===== src/rtl/magic_trigger_if.sv =====
// Board-side signal bundle for the Magic trigger front-end.
// The master modport is the board/keyboard/frame side; slave is the trigger block.
interface magic_trigger_if;
  logic button_n;
  logic ps2_magic;
  logic ps2_reset;
  logic magic_reboot;
  logic n_int;
  logic n_int_next;
  logic magic_button;
  logic n_rst_sys;

  modport master (
    output button_n, ps2_magic, ps2_reset, magic_reboot, n_int, n_int_next,
    input  magic_button, n_rst_sys
  );

  modport slave (
    input  button_n, ps2_magic, ps2_reset, magic_reboot, n_int, n_int_next,
    output magic_button, n_rst_sys
  );
endinterface


===== src/rtl/magic_trigger.sv =====
// Magic button front-end: sync, debounce, short/long press split, frame-aligned
// request holding and a stretched system reset pulse (one pulse on every boot).
module magic_trigger #(
  parameter int PRESCALE     = 28000,
  parameter int DEBOUNCE_MS  = 10,
  parameter int LONG_MS      = 2000,
  parameter int RESET_CYCLES = 1400000
) (
  input  logic          clk28,
  input  logic          rst_n,
  magic_trigger_if.slave bus
);
  localparam int PW = $clog2(PRESCALE + 1);
  localparam int DW = $clog2(DEBOUNCE_MS + 1);
  localparam int HW = $clog2(LONG_MS + 1);
  localparam int RW = $clog2(RESET_CYCLES + 1);

  typedef enum logic [1:0] {P_IDLE, P_PRESSED, P_LONG} press_t;
  typedef enum logic {S_RUN, S_HOLD} seq_t;

  logic [1:0]    r_sync;
  logic          w_btn;
  logic [PW-1:0] r_pre;
  logic          w_tick;
  logic [DW-1:0] r_stab;
  logic          r_deb;
  press_t        r_pst, w_pnxt;
  logic [HW-1:0] r_hold;
  logic          w_short, w_long;
  logic          r_reboot_prev, r_reboot_edge;
  logic          w_trig;
  logic          w_int_edge;
  logic          r_pending;
  seq_t          r_sst, w_snxt;
  logic [RW-1:0] r_rcnt;
  logic          r_n_rst;

  // Synchroniser stage: idle level of the raw button is high.
  always_ff @(posedge clk28 or negedge rst_n) begin
    if (!rst_n) r_sync <= 2'b11;
    else        r_sync <= {r_sync[0], bus.button_n};
  end
  assign w_btn = ~r_sync[1];

  assign w_tick = (r_pre == PW'(PRESCALE - 1));

  always_ff @(posedge clk28 or negedge rst_n) begin
    if (!rst_n) begin
      r_pre  <= '0;
      r_stab <= '0;
      r_deb  <= 1'b0;
    end else begin
      r_pre <= w_tick ? '0 : r_pre + PW'(1);
      if (w_btn == r_deb) begin
        r_stab <= '0;
      end else if (w_tick) begin
        if (r_stab == DW'(DEBOUNCE_MS - 1)) begin
          r_deb  <= w_btn;
          r_stab <= '0;
        end else begin
          r_stab <= r_stab + DW'(1);
        end
      end
    end
  end

  // Press classification stage.
  always_ff @(posedge clk28 or negedge rst_n) begin
    if (!rst_n) begin
      r_pst  <= P_IDLE;
      r_hold <= '0;
    end else begin
      r_pst <= w_pnxt;
      if (r_pst != P_PRESSED) r_hold <= '0;
      else if (w_tick)        r_hold <= r_hold + HW'(1);
    end
  end

  always_comb begin
    w_pnxt  = r_pst;
    w_short = 1'b0;
    w_long  = 1'b0;
    case (r_pst)
      P_IDLE:    if (r_deb) w_pnxt = P_PRESSED;
      P_PRESSED: begin
        if (!r_deb) begin
          w_short = 1'b1;
          w_pnxt  = P_IDLE;
        end else if (w_tick && r_hold == HW'(LONG_MS - 1)) begin
          w_long = 1'b1;
          w_pnxt = P_LONG;
        end
      end
      P_LONG:    if (!r_deb) w_pnxt = P_IDLE;
      default:   w_pnxt = P_IDLE;
    endcase
  end

  // Request and trigger stage: a set always beats a clear.
  assign w_trig     = w_long | bus.ps2_reset | r_reboot_edge;
  assign w_int_edge = r_pending & bus.n_int & ~bus.n_int_next;

  always_ff @(posedge clk28 or negedge rst_n) begin
    if (!rst_n) begin
      r_reboot_prev <= 1'b0;
      r_reboot_edge <= 1'b0;
      r_pending     <= 1'b0;
    end else begin
      r_reboot_prev <= bus.magic_reboot;
      r_reboot_edge <= bus.magic_reboot & ~r_reboot_prev;
      if (bus.ps2_magic | w_short)  r_pending <= 1'b1;
      else if (w_int_edge | w_trig) r_pending <= 1'b0;
    end
  end

  // Reset sequencer stage: boots in HOLD so every power-up gets a full pulse.
  always_ff @(posedge clk28 or negedge rst_n) begin
    if (!rst_n) begin
      r_sst   <= S_HOLD;
      r_rcnt  <= '0;
      r_n_rst <= 1'b0;
    end else begin
      r_sst   <= w_snxt;
      r_rcnt  <= (r_sst == S_HOLD && w_snxt == S_HOLD) ? r_rcnt + RW'(1) : '0;
      r_n_rst <= (w_snxt == S_RUN);
    end
  end

  always_comb begin
    w_snxt = r_sst;
    case (r_sst)
      S_RUN:   if (w_trig) w_snxt = S_HOLD;
      S_HOLD:  if (r_rcnt == RW'(RESET_CYCLES - 1)) w_snxt = S_RUN;
      default: w_snxt = S_HOLD;
    endcase
  end

  assign bus.magic_button = r_pending;
  assign bus.n_rst_sys    = r_n_rst;
endmodule


===== src/flat_wrapper.sv =====
// flat-port wrapper written by rule: the top's interface ports become plain ports
module magic_trigger_flat 
#(
  parameter int PRESCALE     = 28000,
  parameter int DEBOUNCE_MS  = 10,
  parameter int LONG_MS      = 2000,
  parameter int RESET_CYCLES = 1400000
)
  (clk28, rst_n, bus_button_n, bus_ps2_magic, bus_ps2_reset, bus_magic_reboot, bus_n_int, bus_n_int_next, bus_magic_button, bus_n_rst_sys);
  magic_trigger_if bus_i ();
  input  logic clk28;
  input  logic rst_n;
  input wire logic [$bits(bus_i.button_n)-1:0] bus_button_n;
  input wire logic [$bits(bus_i.ps2_magic)-1:0] bus_ps2_magic;
  input wire logic [$bits(bus_i.ps2_reset)-1:0] bus_ps2_reset;
  input wire logic [$bits(bus_i.magic_reboot)-1:0] bus_magic_reboot;
  input wire logic [$bits(bus_i.n_int)-1:0] bus_n_int;
  input wire logic [$bits(bus_i.n_int_next)-1:0] bus_n_int_next;
  output wire logic [$bits(bus_i.magic_button)-1:0] bus_magic_button;
  output wire logic [$bits(bus_i.n_rst_sys)-1:0] bus_n_rst_sys;
  assign bus_i.button_n = bus_button_n;
  assign bus_i.ps2_magic = bus_ps2_magic;
  assign bus_i.ps2_reset = bus_ps2_reset;
  assign bus_i.magic_reboot = bus_magic_reboot;
  assign bus_i.n_int = bus_n_int;
  assign bus_i.n_int_next = bus_n_int_next;
  assign bus_magic_button = bus_i.magic_button;
  assign bus_n_rst_sys = bus_i.n_rst_sys;
  magic_trigger #(.PRESCALE(PRESCALE), .DEBOUNCE_MS(DEBOUNCE_MS), .LONG_MS(LONG_MS), .RESET_CYCLES(RESET_CYCLES)) u_core (.clk28(clk28), .rst_n(rst_n), .bus(bus_i));
endmodule

===== config.mk =====
export PLATFORM = sky130hd
export DESIGN_NAME = magic_trigger_flat
export DESIGN_NICKNAME = d
export VERILOG_FILES = /design/src/rtl/magic_trigger_if.sv /design/src/rtl/magic_trigger.sv /design/src/flat_wrapper.sv
export SDC_FILE = /design/constraint.sdc
export NUM_CORES = 1
export LEC_CHECK = 0
export CORE_MARGIN = 2
export CORE_UTILIZATION = 44
export CTS_BUF_LIST = sky130_fd_sc_hd__clkbuf_4
export DETAILED_ROUTE_END_ITERATION = 10
export PLACE_DENSITY = 0.57
export SYNTH_ARGS = -nofsm -noshare
export SYNTH_HDL_FRONTEND = slang
export SYNTH_SLANG_ARGS = --single-unit
export TNS_END_PERCENT = 50

===== constraint.sdc =====
create_clock -name clk28 -period 5.25 [get_ports clk28]
set_clock_uncertainty 0.15 [all_clocks]
set_input_delay 1.3125 -clock clk28 [delete_from_list [all_inputs] [get_ports clk28]]
set_output_delay 1.3125 -clock clk28 [all_outputs]
set_load 0.02 [all_outputs]

==> flow_metrics.tcl <==
set metrics [dict create \
    outcome "finished, final reports clean" \
    layout_commonest_cell "dfrtp_1" \
    grt_max_degree 32 \
    hpwl_mm 3.90 \
    die-width_um 87.9 \
    grt_busiest_layer "met2" \
    synth_ff_type "dfrtp_1" \
    p_leak_nw 1.39 \
    clkPwrFrac_pct 29.2 \
    worstPathArrival_ns 1.35 \
    grt_use_met1_pct 21.7 \
    cts_hold_buffers 0 \
    overflow 0 \
    insertion_delay_ns 0.39 \
    core.rowCount 30 \
    num_antenna_cells 0 \
    crit_slowest_cell "clkdlybuf4s50_1" \
    max_cap_viol_count 0 \
    clock.fmax_mhz 356 \
    internal-power_w 0.000633 \
    drt-total-wl_mm 5.74 \
    fin_crit_sh_pct 53.5 \
    io_pins 10 \
    worstHoldPathCells 0 \
    comb_power_share_pct 8.2 \
    crit_fanout 2 \
    regToRegSetupSlack_ns 2.84 \
    cts-buffers-inserted 9 \
    p_sw_share_pct 26.6 \
    viasPerCell 5.47 \
    grt_util_met3_pct 6.31 \
    first_pass_iters 4 \
    worst_hold_path.endpoint "u_core.r_sync[1]$_DFF_PN1_" \
    end_kind "primary output" \
    met2_usage_pct 26.8 \
    finalWeightedCongestion 0.774 \
    die_y_um 87.9 \
    route.detailed.drc 0 \
    drt_iter0_drc 95 \
    setup_tns_ns 0 \
    cellPowerDensity_nw_per_um2 257 \
    fin_area_sq_um 3350 \
    clock_path_buffers 2 \
    layout_min_cycle_time_ns 2.81 \
    ys_seq_elements 61 \
    hold_viol 0 \
    clkSinkCount 61 \
    rsz0062_at_grt "false" \
    post_cts_buffers 0 \
    r2r_cells 5 \
    min-delay-start "u_core.r_sync[0]$_DFF_PN1_" \
    p_sw_w 0.000229 \
    placed_area_sq_um 3250 \
    relSlewSlack_pct 53.7 \
    cp.required_ns 3.79 \
    wire_per_inst_um 13.8 \
    syn_avg_cell_area_sq_um 10.2 \
    layout_common_cells "dfrtp_1 (58), nor2_1 (24), a21oi_1 (20)" \
    grt_pass1_wl_mm 10.0 \
    start_kind "flip-flop" \
    clkTransAtPathRegs_ns 0.09 \
    cp_cell_sequence "clkdlybuf4s50_1" \
    setup_violations 0 \
    synthArstFlopShare_pct 100 \
    dieArea_sq_um 7730 \
    synth.distinct_cells 55 \
    nets 329 \
    cts_tree "yes" \
    worst-setup-path-type "reg -> out" \
    antenna_left 0 \
    cts_resized 0 \
    grt_pass1_vias 2157 \
    tightest_slew_ns 0.694 \
    yosysWarnings 0 \
    reg2reg_to "u_core.bus.magic_button$_DFFE_PN0P_" \
    ctsRootBufferMaster "clkbuf_4" \
    netlist_area_sq_um 3100 \
    vdd_drop_max_mv 0.128 \
    synthesis.nets 317 \
    htree_levels 3 \
    critPathTopFamily "buffers and inverters" \
    cp_num_buf_inv 1 \
    coreArea_sq_um 6790 \
    synth_edf_count 0 \
    drive_above_1_share_pct 10.9 \
    vias 2277 \
    netlist_instances 304 \
    area_delta_synth_final_pct 7.99 \
    seqPwrFrac_pct 62.6 \
    grt_usage_pct 17.0 \
    start_util_pct 45.6 \
    seq_area_frac_synth_pct 49.4 \
    max_stage_delay_ns 0.60 \
    fill_cells 654 \
    io_buffers 9 \
    slew_violations 0 \
    reg2reg_from "u_core.r_pre[0]$_DFF_PN0_" \
    antenna_found_initial 0 \
    hold_class "reg -> reg" \
    p_total_w 0.000862 \
]
registers in the layout, indices dropped and copies added (netlist names):
signal and flops:
u_core.r_sync 2, u_core.r_rcnt 21, u_core.r_pst 2, u_core.r_sst 1, u_core.r_deb 1, u_core.r_stab 4, u_core.bus.n_rst_sys 1, u_core.r_reboot_prev 1
u_core.bus.magic_button 1, u_core.r_pre 15, u_core.r_reboot_edge 1, u_core.r_hold 11
power by group through the flow:
stage / Clock [W] / Sequential (W) / Combinational [W]
finish: 0.000251 / 0.000539 / 0.0000708
global route: 0.000294 / 0.000547 / 0.0000841
CTS: 0.000267 / 0.000539 / 0.0000729
detailed placement: 0 / 0.000548 / 0.0000725
global placement: 0 / 0.000547 / 0.0000714
floorplan: 0 / 0.000532 / 0.0000575
routing by layer:
layer,up-vias,wire length [um]
met5,-,0
li1,1149,-
met2,26,2580
met1,1096,2880
met4,0,65
met3,6,209
cell families after synthesis:
| kind of cell | Yosys count | share of synthesized area [%] |
|---|---|---|
| fa+ha+maj | 5 | 2.02 |
| flops | 61 | 49.4 |
| compound gates | 54 | 11.2 |
| mux | 2 | 0.686 |
| xor+xnor | 22 | 6.22 |
| buf+inv | 21 | 3.63 |
| simple gates | 139 | 26.8 |
Yosys cell counts (all sizes together) (10+ instances only):
master / instances / area share (%)
nand2: 17 / 2.1
nor2: 24 / 2.9
inv: 11 / 1.3
nand3: 18 / 3.1
o21ai: 10 / 1.6
or3: 14 / 2.9
xor2: 12 / 3.4
dfrtp: 58 / 47
nand4: 19 / 4.5
xnor2: 10 / 2.8
a21oi: 20 / 3.2
per-stage QoR:
stage | hold WS, ns | util [%] | cells | setup WS, ns
floorplan | 0.195 | - | 304 | 3.18
global placement | 0.197 | 47.8 | 401 | 2.73
detailed placement | 0.200 | 47.8 | 401 | 2.73
CTS | 0.213 | 49.3 | 416 | 2.40
global route | 0.216 | 49.3 | 416 | 2.34
finish | 0.212 | 49.3 | 416 | 2.44
worst max-delay path by stage:
stage / cells past startpoint / from / endpoint
after floorplan: 2 / bus_ps2_reset / u_core.r_sst$_DFF_PN1_
after global placement: 3 / bus_ps2_reset / u_core.r_sst$_DFF_PN1_
after detailed placement: 3 / bus_ps2_reset / u_core.r_sst$_DFF_PN1_
after CTS: 1 / u_core.bus.magic_button$_DFFE_PN0P_ / bus_magic_button
after global routing: 1 / u_core.bus.magic_button$_DFFE_PN0P_ / bus_magic_button
final: 1 / u_core.bus.magic_button$_DFFE_PN0P_ / bus_magic_button
layout make-up:
type | count | area, sq um | share of cell area, %
tap | 96 | 120 | 3.59
sequential | 61 | 1530 | 45.7
inverter | 11 | 41.3 | 1.23
clock buffer | 11 | 82.6 | 2.47
timing repair buffer | 11 | 100 | 2.99
multi-input combinational | 222 | 1460 | 43.5
clock inverter | 4 | 16.3 | 0.486
No activity file was read; power rests on OpenSTA's default activity.
